$ cat src/rtl/inet_csum_acc_pkg.sv
// Shared definitions for the Internet checksum accumulator.
//   CSUM_W      : checksum word width (16)
//   FOLD_IN_W   : width of the value handed to fold()
//   fold()      : end-around carry fold of a wide sum into 16 bits
//   popcount8() : number of set bits in a (zero-padded) keep vector
//   keep_parity8(): parity of a (zero-padded) keep vector
package inet_csum_acc_pkg;

  localparam int CSUM_W    = 16;
  localparam int FOLD_IN_W = 32;

  // Two passes are enough: the first leaves at most a 17-bit value, the
  // second cannot carry out again. A nonzero input never folds to 0x0000.
  function automatic logic [CSUM_W-1:0] fold(input logic [FOLD_IN_W-1:0] x);
    logic [CSUM_W:0] t;
    logic [CSUM_W:0] u;
    t = {1'b0, x[15:0]} + {1'b0, x[31:16]};
    u = {1'b0, t[15:0]} + {16'h0000, t[16]};
    return u[CSUM_W-1:0];
  endfunction

  function automatic logic [3:0] popcount8(input logic [7:0] k);
    logic [3:0] c;
    c = '0;
    for (int i = 0; i < 8; i++) c = c + {3'b000, k[i]};
    return c;
  endfunction

  function automatic logic keep_parity8(input logic [7:0] k);
    return ^k;
  endfunction

endpackage

$ cat src/rtl/inet_csum_acc_if.sv
// Beat/result bundle for inet_csum_acc.
//   init/init_sum           : seed load
//   in_valid/in_data/in_keep/in_last : framed beat, lane 0 = earliest byte
//   out_valid/out_sum/out_csum/out_len : per-packet result
// master drives beats (packet source), slave is the accumulator.
interface inet_csum_acc_if #(
  parameter int DATA_BYTES = 2
);
  import inet_csum_acc_pkg::*;

  logic                    init;
  logic [CSUM_W-1:0]       init_sum;
  logic                    in_valid;
  logic [8*DATA_BYTES-1:0] in_data;
  logic [DATA_BYTES-1:0]   in_keep;
  logic                    in_last;
  logic                    out_valid;
  logic [CSUM_W-1:0]       out_sum;
  logic [CSUM_W-1:0]       out_csum;
  logic [15:0]             out_len;

  modport master (
    output init, init_sum, in_valid, in_data, in_keep, in_last,
    input  out_valid, out_sum, out_csum, out_len
  );

  modport slave (
    input  init, init_sum, in_valid, in_data, in_keep, in_last,
    output out_valid, out_sum, out_csum, out_len
  );
endinterface

$ cat src/rtl/inet_csum_acc_lane_place.sv
// csum_lane_place: combinational byte placement and beat partial sum.
//   phase   : packet phase before this beat (1 = next byte is a low byte)
//   data    : beat bytes, lane 0 = earliest
//   keep    : per-lane byte enable
//   partial : sum of the placed 16-bit contributions of kept lanes
module csum_lane_place
  import inet_csum_acc_pkg::*;
#(
  parameter int DATA_BYTES = 2,
  parameter int PW         = CSUM_W + $clog2(DATA_BYTES) + 1
) (
  input  logic                    phase,
  input  logic [8*DATA_BYTES-1:0] data,
  input  logic [DATA_BYTES-1:0]   keep,
  output logic [PW-1:0]           partial
);

  logic              ph;
  logic [CSUM_W-1:0] word;
  logic [PW-1:0]     sum;

  // ph walks across the lanes and flips only on kept lanes, so each lane
  // sees packet phase XOR parity of the kept lanes below it.
  always_comb begin
    ph   = phase;
    word = '0;
    sum  = '0;
    for (int i = 0; i < DATA_BYTES; i++) begin
      if (keep[i]) begin
        word = ph ? {8'h00, data[8*i +: 8]} : {data[8*i +: 8], 8'h00};
        sum  = sum + PW'(word);
        ph   = ~ph;
      end
    end
    partial = sum;
  end

endmodule

$ cat src/rtl/inet_csum_acc.sv
// inet_csum_acc: multi-byte-per-beat 16-bit ones'-complement checksum.
//   clk, rst : clock, asynchronous active-high reset
//   bus      : inet_csum_acc_if slave (seed load, framed beats, results)
// Two register stages: stage 1 holds the beat partial sum and length
// increment, stage 2 folds into the accumulator and updates the outputs.
// Last beat in cycle N -> out_valid in cycle N+2.
module inet_csum_acc
  import inet_csum_acc_pkg::*;
#(
  parameter int DATA_BYTES   = 2,
  parameter bit OUT_INVERT   = 1'b1,
  parameter bit UDP_ZERO_SUB = 1'b0
) (
  input logic           clk,
  input logic           rst,
  inet_csum_acc_if.slave bus
);

  localparam int PW = CSUM_W + $clog2(DATA_BYTES) + 1;

  logic [CSUM_W-1:0] seed;
  logic              in_pkt;
  logic              phase;
  logic [7:0]        keep8;
  logic [PW-1:0]     partial;

  logic              s1_vld;
  logic              s1_first;
  logic              s1_last;
  logic [PW-1:0]     s1_partial;
  logic [3:0]        s1_inc;
  logic [CSUM_W-1:0] s1_seed;

  logic [CSUM_W-1:0] acc;
  logic [15:0]       len_acc;

  logic [CSUM_W-1:0] base;
  logic [CSUM_W-1:0] sum_c;
  logic [CSUM_W-1:0] csum_c;
  logic [16:0]       len_t;
  logic [15:0]       len_c;

  assign keep8 = 8'(bus.in_keep);

  csum_lane_place #(.DATA_BYTES(DATA_BYTES), .PW(PW)) u_place (
    .phase   (phase),
    .data    (bus.in_data),
    .keep    (bus.in_keep),
    .partial (partial)
  );

  // Stage 1. The packet's seed is captured with its first beat so a later
  // init cannot reach a packet already in the pipe; init on the first beat
  // itself bypasses the seed register.
  always_ff @(posedge clk or posedge rst) begin
    if (rst) begin
      seed       <= '0;
      in_pkt     <= 1'b0;
      phase      <= 1'b0;
      s1_vld     <= 1'b0;
      s1_first   <= 1'b0;
      s1_last    <= 1'b0;
      s1_partial <= '0;
      s1_inc     <= '0;
      s1_seed    <= '0;
    end else begin
      if (bus.init) seed <= bus.init_sum;
      s1_vld <= bus.in_valid;
      if (bus.in_valid) begin
        in_pkt     <= ~bus.in_last;
        phase      <= bus.in_last ? 1'b0 : (phase ^ keep_parity8(keep8));
        s1_first   <= ~in_pkt;
        s1_last    <= bus.in_last;
        s1_partial <= partial;
        s1_inc     <= popcount8(keep8);
        s1_seed    <= bus.init ? bus.init_sum : seed;
      end
    end
  end

  // Stage 2 next values.
  always_comb begin
    base   = s1_first ? s1_seed : acc;
    sum_c  = fold(FOLD_IN_W'(base) + FOLD_IN_W'(s1_partial));
    len_t  = {1'b0, (s1_first ? 16'h0000 : len_acc)} + 17'(s1_inc);
    len_c  = len_t[16] ? 16'hFFFF : len_t[15:0];
    csum_c = OUT_INVERT ? ~sum_c : sum_c;
    if (UDP_ZERO_SUB && csum_c == '0) csum_c = 16'hFFFF;
  end

  always_ff @(posedge clk or posedge rst) begin
    if (rst) begin
      acc          <= '0;
      len_acc      <= '0;
      bus.out_valid <= 1'b0;
      bus.out_sum   <= '0;
      bus.out_csum  <= '0;
      bus.out_len   <= '0;
    end else begin
      bus.out_valid <= s1_vld & s1_last;
      if (s1_vld) begin
        acc     <= sum_c;
        len_acc <= len_c;
      end
      if (s1_vld && s1_last) begin
        bus.out_sum  <= sum_c;
        bus.out_csum <= csum_c;
        bus.out_len  <= len_c;
      end
    end
  end

endmodule

$ cat src/flat_wrapper.sv
// flat-port wrapper written by rule: the top's interface ports become plain ports
module inet_csum_acc_flat import inet_csum_acc_pkg::*;
#(
  parameter int DATA_BYTES   = 2,
  parameter bit OUT_INVERT   = 1'b1,
  parameter bit UDP_ZERO_SUB = 1'b0
)
  (clk, rst, bus_init, bus_init_sum, bus_in_valid, bus_in_data, bus_in_keep, bus_in_last, bus_out_valid, bus_out_sum, bus_out_csum, bus_out_len);
  inet_csum_acc_if #(.DATA_BYTES(DATA_BYTES)) bus_i ();
  input logic clk;
  input logic rst;
  input wire logic [$bits(bus_i.init)-1:0] bus_init;
  input wire logic [$bits(bus_i.init_sum)-1:0] bus_init_sum;
  input wire logic [$bits(bus_i.in_valid)-1:0] bus_in_valid;
  input wire logic [$bits(bus_i.in_data)-1:0] bus_in_data;
  input wire logic [$bits(bus_i.in_keep)-1:0] bus_in_keep;
  input wire logic [$bits(bus_i.in_last)-1:0] bus_in_last;
  output wire logic [$bits(bus_i.out_valid)-1:0] bus_out_valid;
  output wire logic [$bits(bus_i.out_sum)-1:0] bus_out_sum;
  output wire logic [$bits(bus_i.out_csum)-1:0] bus_out_csum;
  output wire logic [$bits(bus_i.out_len)-1:0] bus_out_len;
  assign bus_i.init = bus_init;
  assign bus_i.init_sum = bus_init_sum;
  assign bus_i.in_valid = bus_in_valid;
  assign bus_i.in_data = bus_in_data;
  assign bus_i.in_keep = bus_in_keep;
  assign bus_i.in_last = bus_in_last;
  assign bus_out_valid = bus_i.out_valid;
  assign bus_out_sum = bus_i.out_sum;
  assign bus_out_csum = bus_i.out_csum;
  assign bus_out_len = bus_i.out_len;
  inet_csum_acc #(.DATA_BYTES(DATA_BYTES), .OUT_INVERT(OUT_INVERT), .UDP_ZERO_SUB(UDP_ZERO_SUB)) u_core (.clk(clk), .rst(rst), .bus(bus_i));
endmodule
$ cat config.mk
export PLATFORM = sky130hd
export DESIGN_NAME = inet_csum_acc_flat
export DESIGN_NICKNAME = d
export VERILOG_FILES = /design/src/rtl/inet_csum_acc_pkg.sv /design/src/rtl/inet_csum_acc_if.sv /design/src/rtl/inet_csum_acc_lane_place.sv /design/src/rtl/inet_csum_acc.sv /design/src/flat_wrapper.sv
export SDC_FILE = /design/constraint.sdc
export NUM_CORES = 1
export LEC_CHECK = 0
export BUFFER_PORTS_ARGS = -buffer_cell sky130_fd_sc_hd__buf_2
export CAP_MARGIN = 25
export CORE_MARGIN = 4
export CORE_UTILIZATION = 25
export DETAILED_ROUTE_END_ITERATION = 16
export PLACE_DENSITY = 0.47
export SYNTH_ARGS = -nofsm -noshare
export SYNTH_HDL_FRONTEND = slang
export SYNTH_SLANG_ARGS = --single-unit
$ cat constraint.sdc
create_clock -name clk -period 7.99 [get_ports clk]
set_input_delay 1.1985 -clock clk [delete_from_list [all_inputs] [get_ports clk]]
set_output_delay 1.1985 -clock clk [all_outputs]
set_load 0.01 [all_outputs]
Word-level counts from Yosys, hierarchy flattened
Index checks and enable logic that the tools add are counted.
{"block": "totals", "reg_bits": 140, "out_inout_bits": 49, "inputBits": 39}
{"block": "classes", "reduce_logical": 2, "n_bitwise": 6, "n_mux": 10, "add_sub_neg": 6}
{"operator": "16-bit two-way mux", "n": 7}
{"operator": "16-bit by 18-bit adder with 19-bit output", "n": 1}
{"operator": "18-bit by 16-bit adder with 18-bit output", "n": 1}
{"operator": "18-bit two-way mux", "n": 1}
{"operator": "16-bit by 16-bit adder with 17-bit output", "n": 1}
{"operator": "16-bit by 4-bit adder with 17-bit output", "n": 1}
{"operator": "16-bit by 1-bit adder with 16-bit output", "n": 1}
{"operator": "16-bit inverter", "n": 1}
{"operator": "8-bit XOR reduction", "n": 1}
{"operator": "1-bit inverter", "n": 3}
{"operator": "1-bit by 1-bit adder with 2-bit output", "n": 1}
{"operator": "1-bit two-way mux", "n": 2}
{"operator": "1-bit AND", "n": 1}
{"operator": "1-bit logical AND", "n": 1}
{"operator": "1-bit bitwise XOR", "n": 1}

Depth between registers and ports, before layout
{"block": "depth", "word_depth": 5, "depth_mapped": 33, "mapped_depth_nobuf": 31}

By module
From an unflattened synthesis, not the netlist that was laid out.
{"block": "unflattened", "hier_cells": 908, "hier_area_um2": 8762.2}
{"module": "inet_csum_acc", "seq_area_each_um2": 3453.3, "area_per_inst_um2": 7534.7, "cells_per_inst": 735, "n_inst": 1}
{"module": "csum_lane_place", "seq_area_each_um2": 0.0, "area_per_inst_um2": 1227.4, "cells_per_inst": 173, "n_inst": 1}

Worst setup path after synthesis
Ideal clock, no wire load.
{"block": "synth_timing", "path_type": "register to register", "startpoint": "register u_core.s1_first", "endpoint": "register u_core.bus.out_sum[13]", "setup_ns": 0.126, "period_less_slack_ns": 7.121, "arrival_ns": 6.995, "n_path_buf": 2, "path_slack_ns": 0.869, "path_stages_with_launch": 31, "required_time_ns": 7.864, "path_cell_list": "dfrtp_1 > clkbuf_1 > clkbuf_1 > mux2_2 > ha_1 > inv_1 > fa_1 > nor2b_4 > o31a_4 > o2111ai_1 > a311oi_1 > o21a_1 > o21ai_0 > nand2b_1 > a21oi_1 > xnor2_1 > ha_1 > inv_1 > fa_1 > inv_1 > nand4_2 > or2_4 > or4b_4 > nor4_1 > ha_1 > nand3_1 > or2_2 > a2111oi_4 > a21boi_2 > nor4_1 > a311o_1"}
{"block": "synth_between", "elab_chain_len": 4}
{"element": "start: declaration", "line": "inet_csum_acc.sv:28", "rtl": "logic s1_first;"}
{"element": "start signal: assignment", "line": "inet_csum_acc.sv:72", "rtl": "s1_first <= ~in_pkt;"}
{"element": "16-bit two-way mux", "line": "inet_csum_acc.sv:83", "rtl": "base = s1_first ? s1_seed : acc;"}
{"element": "16-bit by 18-bit adder with 19-bit output", "line": "inet_csum_acc.sv:84", "rtl": "sum_c = fold(FOLD_IN_W'(base) + FOLD_IN_W'(s1_partial));"}
{"element": "16-bit by 16-bit adder with 17-bit output", "line": "inet_csum_acc_pkg.sv:17", "rtl": "t = {1'b0, x[15:0]} + {1'b0, x[31:16]};"}
{"element": "16-bit by 1-bit adder with 16-bit output", "line": "inet_csum_acc_pkg.sv:18", "rtl": "u = {1'b0, t[15:0]} + {16'h0000, t[16]};"}
{"element": "end signal: assignment", "line": "inet_csum_acc.sv:106", "rtl": "bus.out_sum <= sum_c;"}
{"element": "end: declaration", "line": "inet_csum_acc_if.sv:29", "rtl": "output out_valid, out_sum, out_csum, out_len"}
No other way between the ends.
A chain may end at the register's enable or synchronous reset.

Worst setup path after layout
Ends and elaborated chain as after synthesis.

==> results by group <==
Clock tree
  • Clk slew on worst S/H paths: roughly 0.06 ns
  • CTS root buffer: clkbuf_16
  • H-tree depth: 4
  • Worst-Skew Late Latency: 0.42 ns
  • Post-CTS Setup Inserts: 0
  • CTS tree: yes
  • CTS Sinks: approximately 140
  • Post-CTS Hold Buffers: 0
  • Cts bufs inserted: 17
  • Post-CTS resize count: 0
  • Max clock buf depth: 2

Yosys
  • #FFs+latches synth: between 100 and 150
  • Most frequent cells after synthesis: dfrtp_1 (137), nor2_1 (85), nand2_1 (84)
  • Most common cell in the synthesized netlist: dfrtp_1
  • Top cells by area, synth: dfrtp_1 (40%), mux2_2 (8.0%), ha_1 (5.7%), nor2_1 (3.7%), nand2_1 (3.7%)
  • Syn Nets: ~1000
  • Mapped Cells: about 900
  • Number of library cell types mapped by synthesis: 87
  • Post-synth EDFFs: 0
  • YS warnings: 0
  • Seq/Total Area, Yosys: 0.400
  • Asr flop ratio synth: 1.00
  • Synth top area share: 0.400
  • Syn Area/Cell: about 9.5 um2
  • Post-Syn Area: approximately 8600 um2
  • Main flop type after synthesis: dfrtp_1
  • Largest area contributor in the netlist: dfrtp_1

Detailed routing
  • DR pass1 iterations: 6
  • Drc violations: 0
  • Met3 wire length: a little over 800 um
  • Vias: about 6700
  • Total Routed Length: around 23 mm
  • Initial DRC Count: roughly 280
  • Top layer in use: met4
  • Met1 Wirelength: between 10 and 15 mm
  • Detail Route Antenna Nets: 0
  • Routed length per instance: roughly 16 um
  • WL met2: 10.1 mm
  • Via density: around 4.7

Min path
  • Worst min-delay path class: flop to flop
  • Hold wc startpoint: u_core.bus.out_csum[2]

Run
  • Max-cap violation count: 0

Global routing
  • Largest net degree at the start of global routing: between 70 and 80
  • Global-route wire length before repair: between 30 and 40 mm
  • Grt ovf: 0
  • Number of global-route vias before repair: 6722
  • GRT Util Overall: 0.121
  • Initial antenna violation count: 0

Finish
  • Nets: 1051
  • Layout cells sized above 1: 0.225
  • Register area: roughly 3400 um2
  • Diode count: 0
  • Fill cells: approximately 3600
  • Area of the multi-input gates: roughly 4900 um2
  • Fin area: between 10000 and 15000 um2
  • Area grow syn2layout: 18.0%
  • Post-Route Utilization: 0.300

Die
  • Die extent in y: a little under 200 um
  • Die outline area: between 30000 and 40000 um2
  • Core Region: 33700 um2
  • Starting Density: 0.254
  • Number of cell rows: 67
  • DIE WIDTH: slightly below 200 um
  • Io pins: 88

Critical path
  • Worst setup path end: u_core.bus.out_sum[13]
  • Worst reg-to-reg path cell count: 28
  • Crit path kind: flop to flop
  • RR Startpoint: u_core.s1_first
  • R2r endpoint: u_core.bus.out_sum[13]
  • Slowest cell on the critical path: a311oi_1
  • Worst Setup SP: u_core.s1_first
  • CP Max Fanout: 32
  • Critical Path Sink Type: flop
  • Critical Path RT: a little over 8 ns
  • R2r setup slk: 0.64 ns
  • Worst Path Arrival: 7.65 ns
  • Max incr delay on CP: around 0.58 ns
  • Crit start category: flop

STA
  • Clock skew: 0.0126 ns
  • Slew HR: 0.418
  • RSZ-0062 raised after global routing: no
  • Final setup viols: 0
  • Final Max Tran Viols: 0
  • Fin crit share: 0.919
  • Setup TNS: 0 ns
  • Hold Vio Cnt, Final: 0
  • Fmax: approximately 140 MHz
  • Post-route minimum period: approximately 7.3 ns
  • Worst Max-Slew Pin Slew: 0.873 ns

Placed design
  • GP Congestion: 0.786
  • Buffers on Ports: a little under 90
  • Placed Area: between 9000 and 10000 um2
  • Final HPWL DP: between 15 and 20 mm

Pwr
  • Logic pwr share: 0.449
  • Pint: just over 0.002 W
  • Clk pwr share: 0.258
  • Switching share of power: 0.403
  • Sw power: ~0.0014 W
  • Sequential share of power: 0.294
  • IR Drop Worst-Case VDD: between 100 and 150 uV
  • Power Density: between 300 and 400 nW/um2
  • Leakage: ~4.5 nW

Status
  • Status: finished clean
## power groups by stage
stage / combinational (W) / clock (W) / sequential, W
final: 0.00152 / 0.000871 / 0.000992
after global routing: 0.00169 / 0.000931 / 0.00101
after CTS: 0.00153 / 0.000902 / 0.000993
after detailed placement: 0.00152 / 0 / 0.00100
after global placement: 0.00152 / 0 / 0.00100
after floorplan: 0.00108 / 0 / 0.00100
## routing by layer
| metal | track usage | vias up |
|---|---|---|
| li1 | - | 3348 |
| met1 | 0.177 | 3208 |
| met2 | 0.187 | 144 |
| met3 | 0.0238 | 7 |
| met4 | 0.0270 | 0 |
| met5 | 0 | - |
## worst min-delay path by stage
stage,end,slack (ns),depth (start not counted)
floorplan,u_core.s1_first,0.42,1
global placement,u_core.bus.out_csum[2],0.45,2
detailed placement,u_core.bus.out_csum[2],0.46,2
CTS,u_core.bus.out_csum[2],0.48,2
global route,u_core.bus.out_sum[1],0.50,2
finish,u_core.bus.out_csum[2],0.47,2
## kinds of logic (layout without fill, tap and decap cells)
kind of cell / count (synthesis) / after routing / share of synthesized area
adder cells (fa/ha/maj): 43 / 43 / 0.0662
buffers and inverters: 73 / 157 / 0.0324
XOR/XNOR: 55 / 55 / 0.0579
AND/OR/NAND/NOR: 312 / 312 / 0.183
flip-flops: 137 / 137 / 0.400
AO/OA/AOI/OAI: 202 / 202 / 0.162
multiplexers: 76 / 76 / 0.0979
## sequential cells by signal (all words and copies together), names as in the netlist, 16 cells and up
register / cells
u_core.seed: 16
u_core.bus.out_csum: 16
u_core.bus.out_sum: 16
u_core.s1_seed: 16
u_core.acc: 16
u_core.bus.out_len: 16
u_core.len_acc: 16
u_core.s1_partial: 17
## per-stage QoR
| step | instances | worst slack [ns] | total power, W | hold WS, ns |
|---|---|---|---|---|
| final | 1430 | 0.643 | 0.00338 | 0.468 |
| after global placement | 1398 | 0.766 | 0.00253 | 0.455 |
| after global routing | 1430 | 0.114 | 0.00363 | 0.498 |
| after floorplan | 898 | 0.869 | 0.00208 | 0.422 |
| after CTS | 1430 | 0.617 | 0.00343 | 0.478 |
| after detailed placement | 1398 | 0.629 | 0.00253 | 0.461 |
## worst max-delay path: cells and delay by family (launching register included)
kind / cells / cell delay [ns]
AOI/OAI and AO/OA: 8 / 1.90
xor gates and xnor gates: 1 / 0.17
adders and majority gates: 4 / 1.27
buffers and inverters: 5 / 0.79
DFF: 1 / 0.54
muxes: 1 / 0.38
and+or+nand+nor: 9 / 2.19
## cell usage in the layout (no fill, tap or decap), types with 5 or more instances in the layout
cell and count:
a211o_1 5, a21o_1 8, a21oi_1 56, a31oi_1 19, and2_1 28, and3_1 18, buf_2 87, buf_4 7
clkbuf_16 17, dfrtp_1 137, ha_1 39, inv_1 29, inv_6 6, mux2_2 61, mux2i_1 13, nand2_1 84
nand2b_1 6, nand3_1 25, nand4_1 5, nor2_1 85, nor2b_1 16, nor3_1 13, nor4_1 6, o21a_1 14
o21ai_0 44, o31ai_1 5, xnor2_1 29, xor2_1 24
## layout make-up
type | instances | area share
multi-input cells | 688 | 0.481
flip-flops and latches | 137 | 0.339
well taps | 448 | 0.0554
repair buffers | 94 | 0.0482
clock buffers | 18 | 0.0434
clock inverters | 14 | 0.0207
inverters | 31 | 0.0120
(Power assumes the default switching activity.)
